## src/rtl/fifo_axis_reader.sv

```systemverilog
// Read side of the asymmetric data FIFO: pops DATA_W-bit words and streams them out as
// AXI-Stream packets of cntLimit beats. Optional first-beat tuser via FIFO_AXIS_READER_TUSER_EN.
module fifo_axis_reader #(
  parameter int DATA_W = 3,
  parameter int CNT_W  = 6
) (
  input  logic              clk,
  input  logic              rst,
  input  logic              start,
  input  logic [CNT_W-1:0]  cntLimit,
  input  logic [DATA_W-1:0] fifo_dout,
  input  logic              fifo_empty,
  output logic              fifo_rd_en,
  output logic [DATA_W-1:0] m_axis_tdata,
  output logic              m_axis_tvalid,
  input  logic              m_axis_tready,
  output logic              m_axis_tlast,
`ifdef FIFO_AXIS_READER_TUSER_EN
  output logic              m_axis_tuser,
`endif
  output logic              busy,
  output logic              done
);

  // Stream handshake: a beat transfers on a clk edge where tvalid & tready are both high;
  // once tvalid rises, tdata/tlast stay frozen until that edge.
  typedef enum logic [1:0] {S_IDLE, S_RUN, S_DONE} state_t;

  state_t            state;
  state_t            state_next;
  logic [CNT_W-1:0]  limit;
  logic [CNT_W-1:0]  rd_cnt;
  logic [CNT_W-1:0]  tx_cnt;
  logic [DATA_W-1:0] mem [2];
  logic              wr_ptr;
  logic              rd_ptr;
  logic [1:0]        occ;
  logic              inflight;

  logic              pop;
  logic              push;
  logic              tx_at_last;
  logic              accept;
  logic [2:0]        fill;

  assign pop        = m_axis_tvalid & m_axis_tready;
  assign push       = inflight;
  assign tx_at_last = (tx_cnt == limit - CNT_W'(1));
  assign accept     = (state == S_IDLE) && start && (cntLimit != '0);
  // Words already committed to the skid buffer after this cycle's pop; a read is allowed only if it still fits.
  assign fill       = {1'b0, occ} + {2'b00, inflight} - {2'b00, pop};

  always_ff @(posedge clk) begin
    if (rst) begin
      state <= S_IDLE;
    end else begin
      state <= state_next;
    end
  end

  always_comb begin
    state_next = state;
    case (state)
      S_IDLE:  if (accept) state_next = S_RUN;
      S_RUN:   if (pop && tx_at_last) state_next = S_DONE;
      S_DONE:  state_next = S_IDLE;
      default: state_next = S_IDLE;
    endcase
  end

  always_comb begin
    busy          = (state == S_RUN);
    done          = (state == S_DONE);
    fifo_rd_en    = (state == S_RUN) && !fifo_empty && (rd_cnt < limit) && (fill < 3'd2);
    m_axis_tvalid = (occ != 2'd0);
    m_axis_tdata  = mem[rd_ptr];
    m_axis_tlast  = m_axis_tvalid && tx_at_last;
`ifdef FIFO_AXIS_READER_TUSER_EN
    m_axis_tuser  = m_axis_tvalid && (tx_cnt == '0);
`endif
  end

  always_ff @(posedge clk) begin
    if (rst) begin
      limit    <= '0;
      rd_cnt   <= '0;
      tx_cnt   <= '0;
      mem[0]   <= '0;
      mem[1]   <= '0;
      wr_ptr   <= 1'b0;
      rd_ptr   <= 1'b0;
      occ      <= 2'd0;
      inflight <= 1'b0;
    end else begin
      inflight <= fifo_rd_en;
      if (accept) begin
        limit  <= cntLimit;
        rd_cnt <= '0;
        tx_cnt <= '0;
      end else begin
        if (fifo_rd_en) rd_cnt <= rd_cnt + CNT_W'(1);
        if (pop)        tx_cnt <= tx_cnt + CNT_W'(1);
      end
      if (push) begin
        mem[wr_ptr] <= fifo_dout;
        wr_ptr      <= ~wr_ptr;
      end
      if (pop) rd_ptr <= ~rd_ptr;
      occ <= occ + {1'b0, push} - {1'b0, pop};
    end
  end

endmodule

```

## config.mk

```make
export PLATFORM = sky130hd
export DESIGN_NAME = fifo_axis_reader
export DESIGN_NICKNAME = d
export VERILOG_FILES = /design/src/rtl/fifo_axis_reader.sv
export SDC_FILE = /design/constraint.sdc
export NUM_CORES = 1
export LEC_CHECK = 0
export BUFFER_PORTS_ARGS = -buffer_cell sky130_fd_sc_hd__clkbuf_2
export CORE_ASPECT_RATIO = 0.75
export CORE_MARGIN = 3
export CORE_UTILIZATION = 45
export CTS_CLUSTER_SIZE = 14
export DETAILED_ROUTE_END_ITERATION = 12
export PLACE_DENSITY = 0.67
export RECOVER_POWER = 100
export SYNTH_ARGS = -nofsm -noshare
export SYNTH_HDL_FRONTEND = slang
export SYNTH_SLANG_ARGS = --single-unit
```

## constraint.sdc

```tcl
create_clock -name clk -period 2.75 [get_ports clk]
set_clock_uncertainty 0.2 [all_clocks]
set_input_delay 0.4125 -clock clk [delete_from_list [all_inputs] [get_ports clk]]
set_output_delay 0.4125 -clock clk [all_outputs]
set_load 0.1 [all_outputs]
```

# After elaboration in Yosys (flattened, before gate mapping)
# Memory sizes are Yosys's and may differ from the RTL's. A register that Yosys moved wholly into a read port is not among the register bits.
# Cells that the tools add are included.
[totals]
reg_bits = 25
mem_bits_rw = 6
in_bits = 14
output_inout_bits = 8
word_cells = 53
memories = 1
[memory_table]
columns = ["name", "words", "word_bits", "rd", "rd_clocked_by_memory_dff", "write_ports", "line", "rtl"]
rows = [
  ["mem", 2, 3, 1, 1, 2, "34", "logic [DATA_W-1:0] mem [2];"],
]
[classes]
addsub = 7
magnitude_cmp = 2
eq_ne = 5
mux = 13
bitwise = 3
reduce_logical = 14
[op_table]
columns = ["op", "n"]
rows = [
  ["$add A6 B1 Y6 const B", 2],
  ["$mux W1", 9],
  ["$logic_and A1 B1 Y1", 7],
  ["$eq A6 B6 Y1", 1],
  ["$lt A6 B6 Y1", 1],
  ["$reduce_bool A6 Y1", 1],
  ["$sub A6 B1 Y6 const B", 1],
  ["$mux W2", 2],
  ["$pmux W2 S2", 1],
  ["$add A2 B1 Y3", 1],
  ["$lt A3 B2 Y1 const B", 1],
  ["$mux W3", 1],
  ["$reduce_or A3 Y1", 1],
  ["$sub A3 B1 Y3", 1],
  ["$add A2 B1 Y2", 1],
  ["$eq A2 B1 Y1 const B", 1],
  ["$eq A2 B2 Y1 const B", 1],
  ["$logic_not A2 Y1", 1],
  ["$ne A2 B1 Y1 const B", 1],
  ["$ne A2 B2 Y1 const B", 1],
  ["$not A1 Y1", 2],
  ["$reduce_and A2 Y1", 1],
  ["$reduce_bool A2 Y1", 1],
  ["$reduce_or A2 Y1", 1],
  ["3 further kinds", 3],
]

# Logic depth before layout (Yosys ltp)
[depth]
depth_word = 5
depth_mapped = 11
ltp_nobuf = 11

# Least setup slack after synthesis
# No wires, ideal clock.
[synth_path]
kind = "flip-flop to output port"
startpoint = "register occ[1]"
endpoint = "output port fifo_rd_en"
t_arrival_ps = 2760
required_time_ps = 2138
path_slack_ps = -622
stages_incl_launch_ff = 11
n_path_buf = 0
cell_sequence = "dfxtp_1 o21ai_1 inv_1 ha_1 inv_1 ha_1 fa_1 nor3_1 o2111a_1 o21ai_2 inv_1"
[synth_via]
elab_chain_len = 5
elab_cells_between_ends = 6
cone_classes = "add/sub: 2; order compare: 1; bitwise: 1; reduce/logical: 2"
[synth_lines]
columns = ["item", "line", "rtl"]
rows = [
  ["start, declared", "37", "logic [1:0] occ;"],
  ["start signal, assigned", "109", "occ <= occ + {1'b0, push} - {1'b0, pop};"],
  ["$reduce_bool A2 Y1", "75", "m_axis_tvalid = (occ != 2'd0);"],
  ["$and A1 B1 Y1", "46", "assign pop = m_axis_tvalid & m_axis_tready;"],
  ["via pop", "40", "logic pop;"],
  ["$sub A3 B1 Y3", "51", "assign fill = {1'b0, occ} + {2'b00, inflight} - {2'b00, pop};"],
  ["via fill[1]", "44", "logic [2:0] fill;"],
  ["$lt A3 B2 Y1", "74", "fifo_rd_en = (state == S_RUN) && !fifo_empty && (rd_cnt < limit) && (fill < 3'd2);"],
  ["$logic_and A1 B1 Y1", "74", ""],
  ["end, declared", "13", "output logic fifo_rd_en,"],
]
# The timed path passes the listed nets, and every way through them passes these cells.

# Worst setup path after layout
# Ends and elaborated chain as after synthesis.

==> impl_metrics.py <==
metrics = {
    "outcome": {
        "status": "complete, but fails checks",
        "violations": "setup timing",
    },
    "place": {
        "placed_area_um2": 1950,
        "gp_congestion": 0.868,
        "portBuffers": 21,
        "dp_hpwl_um": 2770,
    },
    "setup_path": {
        "cp-start-kind": "register",
        "cp_max_fo": 3,
        "cp.depth": 11,
        "ff2ff_path_depth": 13,
        "arrival_ns": 2.41,
        "end_kind": "primary output",
        "path_buf_inv": 4,
        "crit_required_ns": 2.14,
        "slowest_delay_ns": 0.43,
        "cp_slowest_cell": "fa_2",
        "worstPathCellList": "o21ai_4 > inv_2 > ha_4 > inv_2 > ha_4 > fa_2 > nor3_2 > o2111a_2 > o21ai_4 > clkinvlp_4 > buf_12",
        "r2r_setup_slack_ns": -0.14,
        "crit_family": "adder cells",
        "critPathKind": "register to primary output",
    },
    "sta": {
        "max_slew_margin_pct": 45.1,
        "max_freq_mhz": 331,
        "finalWorstSetupSlack_ns": -0.273,
        "drv_slew": 0,
        "tightest_slew_ns": 0.824,
        "fin_crit_ns": 3.02,
        "finalHoldViolCount": 0,
        "period_share_pct": 110,
        "finalSetupViolCount": 4,
        "rsz0062_at_grt": "yes",
    },
    "cts": {
        "cts_num_sinks": 32,
        "clk_pin_slew_ns": 0.06,
        "h-tree-depth": 2,
        "root_buffer": "clkbuf_8",
        "clk_path_buf_depth": 2,
        "cts_tree": "done",
        "worst_skew_pair.late_latency_ns": 0.28,
        "numCtsBuffers": 5,
    },
    "synth": {
        "syn_inst": 183,
        "ys.flop_type": "dfxtp_1",
        "synth-edff-count": 6,
        "syn_nets": 208,
        "synth_xor_area_share_pct": 8.50,
        "postSynthAreaPerCell_um2": 9.01,
        "synth_top_family_by_area": "simple AND/OR/NAND/NOR gates",
        "synth-seq-area-share_pct": 42.5,
        "synth-warning-count": 0,
        "synth_fa_ha_area_share_pct": 8.80,
        "synth_area_um2": 1650,
        "ys_ff_latch": 32,
        "synth_compound_area_share_pct": 10.4,
        "synth-async-reset-ratio_pct": 0,
        "synth_mux_area_share_pct": 2.66,
        "synthSimpleGateAreaFrac_pct": 22.1,
        "yosysUniqueCellTypes": 39,
    },
    "floorplan": {
        "die_area_um2": 4430,
        "die_h_um": 58.4,
        "die_x_um": 75.9,
        "start_util_pct": 48.5,
        "io_pins": 22,
        "rows": 18,
        "core_area_um2": 3400,
    },
    "drt": {
        "drc": 0,
        "ant_nets": 0,
        "drt_iter0_markers": 42,
        "first_pass_iters": 4,
        "via_count": 1339,
        "via_per_inst": 4.96,
        "wirelength_um": 3510,
        "avgRoutedWirePerCell_um": 13.0,
    },
    "grt": {
        "grt_pass1_vias": 1313,
        "grt_first_pass_wirelength_um": 5910,
        "grt_overflow_total": 0,
        "track_usage_pct": 17.3,
        "grt_max_degree": 21,
        "antenna_found_initial": 0,
    },
    "cells_and_area": {
        "final_area_um2": 2090,
        "fin_util_pct": 61.5,
        "drive_gt1_share_pct": 29.5,
        "layout_common_cells": "nor2_1 (32), dfxtp_1 (24), clkbuf_2 (18)",
        "multi_input_area_um2": 943,
        "diodes": 0,
        "regArea_um2": 703,
        "fin_nets": 245,
        "layout_commonest_cell": "nor2_1",
        "n_fill_cell": 293,
        "areaGrowthSynthToFinish_pct": 26.9,
    },
    "pwr": {
        "p_leak_nw": 0.873,
        "power_density_nw_per_um2": 605,
        "ir_worst_vdd_mv": 0.367,
    },
    "hold_path": {
        "hp-class": "primary input to register",
        "whs_path_depth": 3,
    },
    "run": {
        "drv_cap": 0,
    },
}
-- where the power goes --
| part | internal [mW] | switching, mW |
|---|---|---|
| registers | 0.508 | 0.0244 |
| logic | 0.144 | 0.259 |
| clock network | 0.174 | 0.156 |
| total | 0.826 | 0.440 |
-- state kept, by name, indices dropped and copies added (netlist names), named ones only --
register  count
inflight      1
limit         6
mem           6
occ           2
rd_cnt        6
rd_ptr        1
state         2
tx_cnt        6
wr_ptr        1
-- what timing repair did --
item,in CTS,in global routing
pin swaps,6,3
resized for setup,6,4
endpoints found under the setup margin,3,5
hold buffers,0,0
buffers inserted,2,2
-- final cells by class --
| type | instances | area share, % |
|---|---|---|
| Multi-Input combinational cell | 130 | 45.1 |
| Sequential cell | 32 | 33.6 |
| Timing Repair Buffer | 34 | 11.2 |
| Clock buffer | 7 | 3.65 |
| Inverter | 17 | 3.41 |
| Tap cell | 50 | 2.99 |
-- synth_stat cells, types with 3 or more instances --
master    count  share of area [%]
xor2_1       12                6.4
nor2b_1       5                1.9
nand3_1       4                1.2
nand4_1       4                1.5
o21ai_0       4                1.2
xnor2_1       4                2.1
mux2_2        3                2.0
a21oi_1      13                3.9
edfxtp_1      6                 11
nand2b_1      7                2.7
inv_1        17                3.9
nand2_1       6                1.4
ha_1         10                7.6
nor2_1       32                7.3
dfxtp_1      26                 32
or3_1         4                1.5
-- worst min-delay path: stages --
cell and delay, ns:
clkbuf_2 0.09, a21oi_1 0.05, nor2_1 0.07
-- final timing paths --
kind                                   from          to
worst max-delay path                 occ[1]  fifo_rd_en
worst min-delay path            cntLimit[5]    limit[5]
worst max register to register       occ[1]   rd_cnt[3]
worst min register to register       wr_ptr      wr_ptr
-- stage by stage --
step           TNS, ns  power, mW  hold slack (ns)  instances  setup slack [ns]
2_1_floorplan   -0.247      0.825            0.244        183            -0.247
3_3_place_gp    -0.374      0.908            0.254        259            -0.186
3_5_place_dp    -0.677      0.920            0.255        259            -0.224
4_1_cts         -0.297       1.27            0.175        268            -0.297
5_1_grt         -0.882       1.33            0.197        270            -0.337
6_report        -0.645       1.27            0.185        270            -0.273
-- per-layer routing --
| metal | share of wire [%] | wire length, um | vias up | GRT usage [%] |
|---|---|---|---|---|
| li1 | - | - | 686 | - |
| met1 | 49 | 1710 | 629 | 21.4 |
| met2 | 46 | 1630 | 16 | 28.2 |
| met3 | 2.8 | 98 | 8 | 4.74 |
| met4 | 2.0 | 69 | 0 | 9.56 |
| met5 | 0 | 0 | - | 0 |
-- kinds of logic (layout without fill, tap and decap cells) --
kind of cell               after synthesis  count (layout)
and+or+nand+nor                         72              72
DFF                                     32              32
AOI/OAI and AO/OA                       27              27
buffers and inverters                   21              58
xor gates and xnor gates                16              16
adders and majority gates               11              11
muxes                                    4               4
Power figures use the tool's default switching activity.
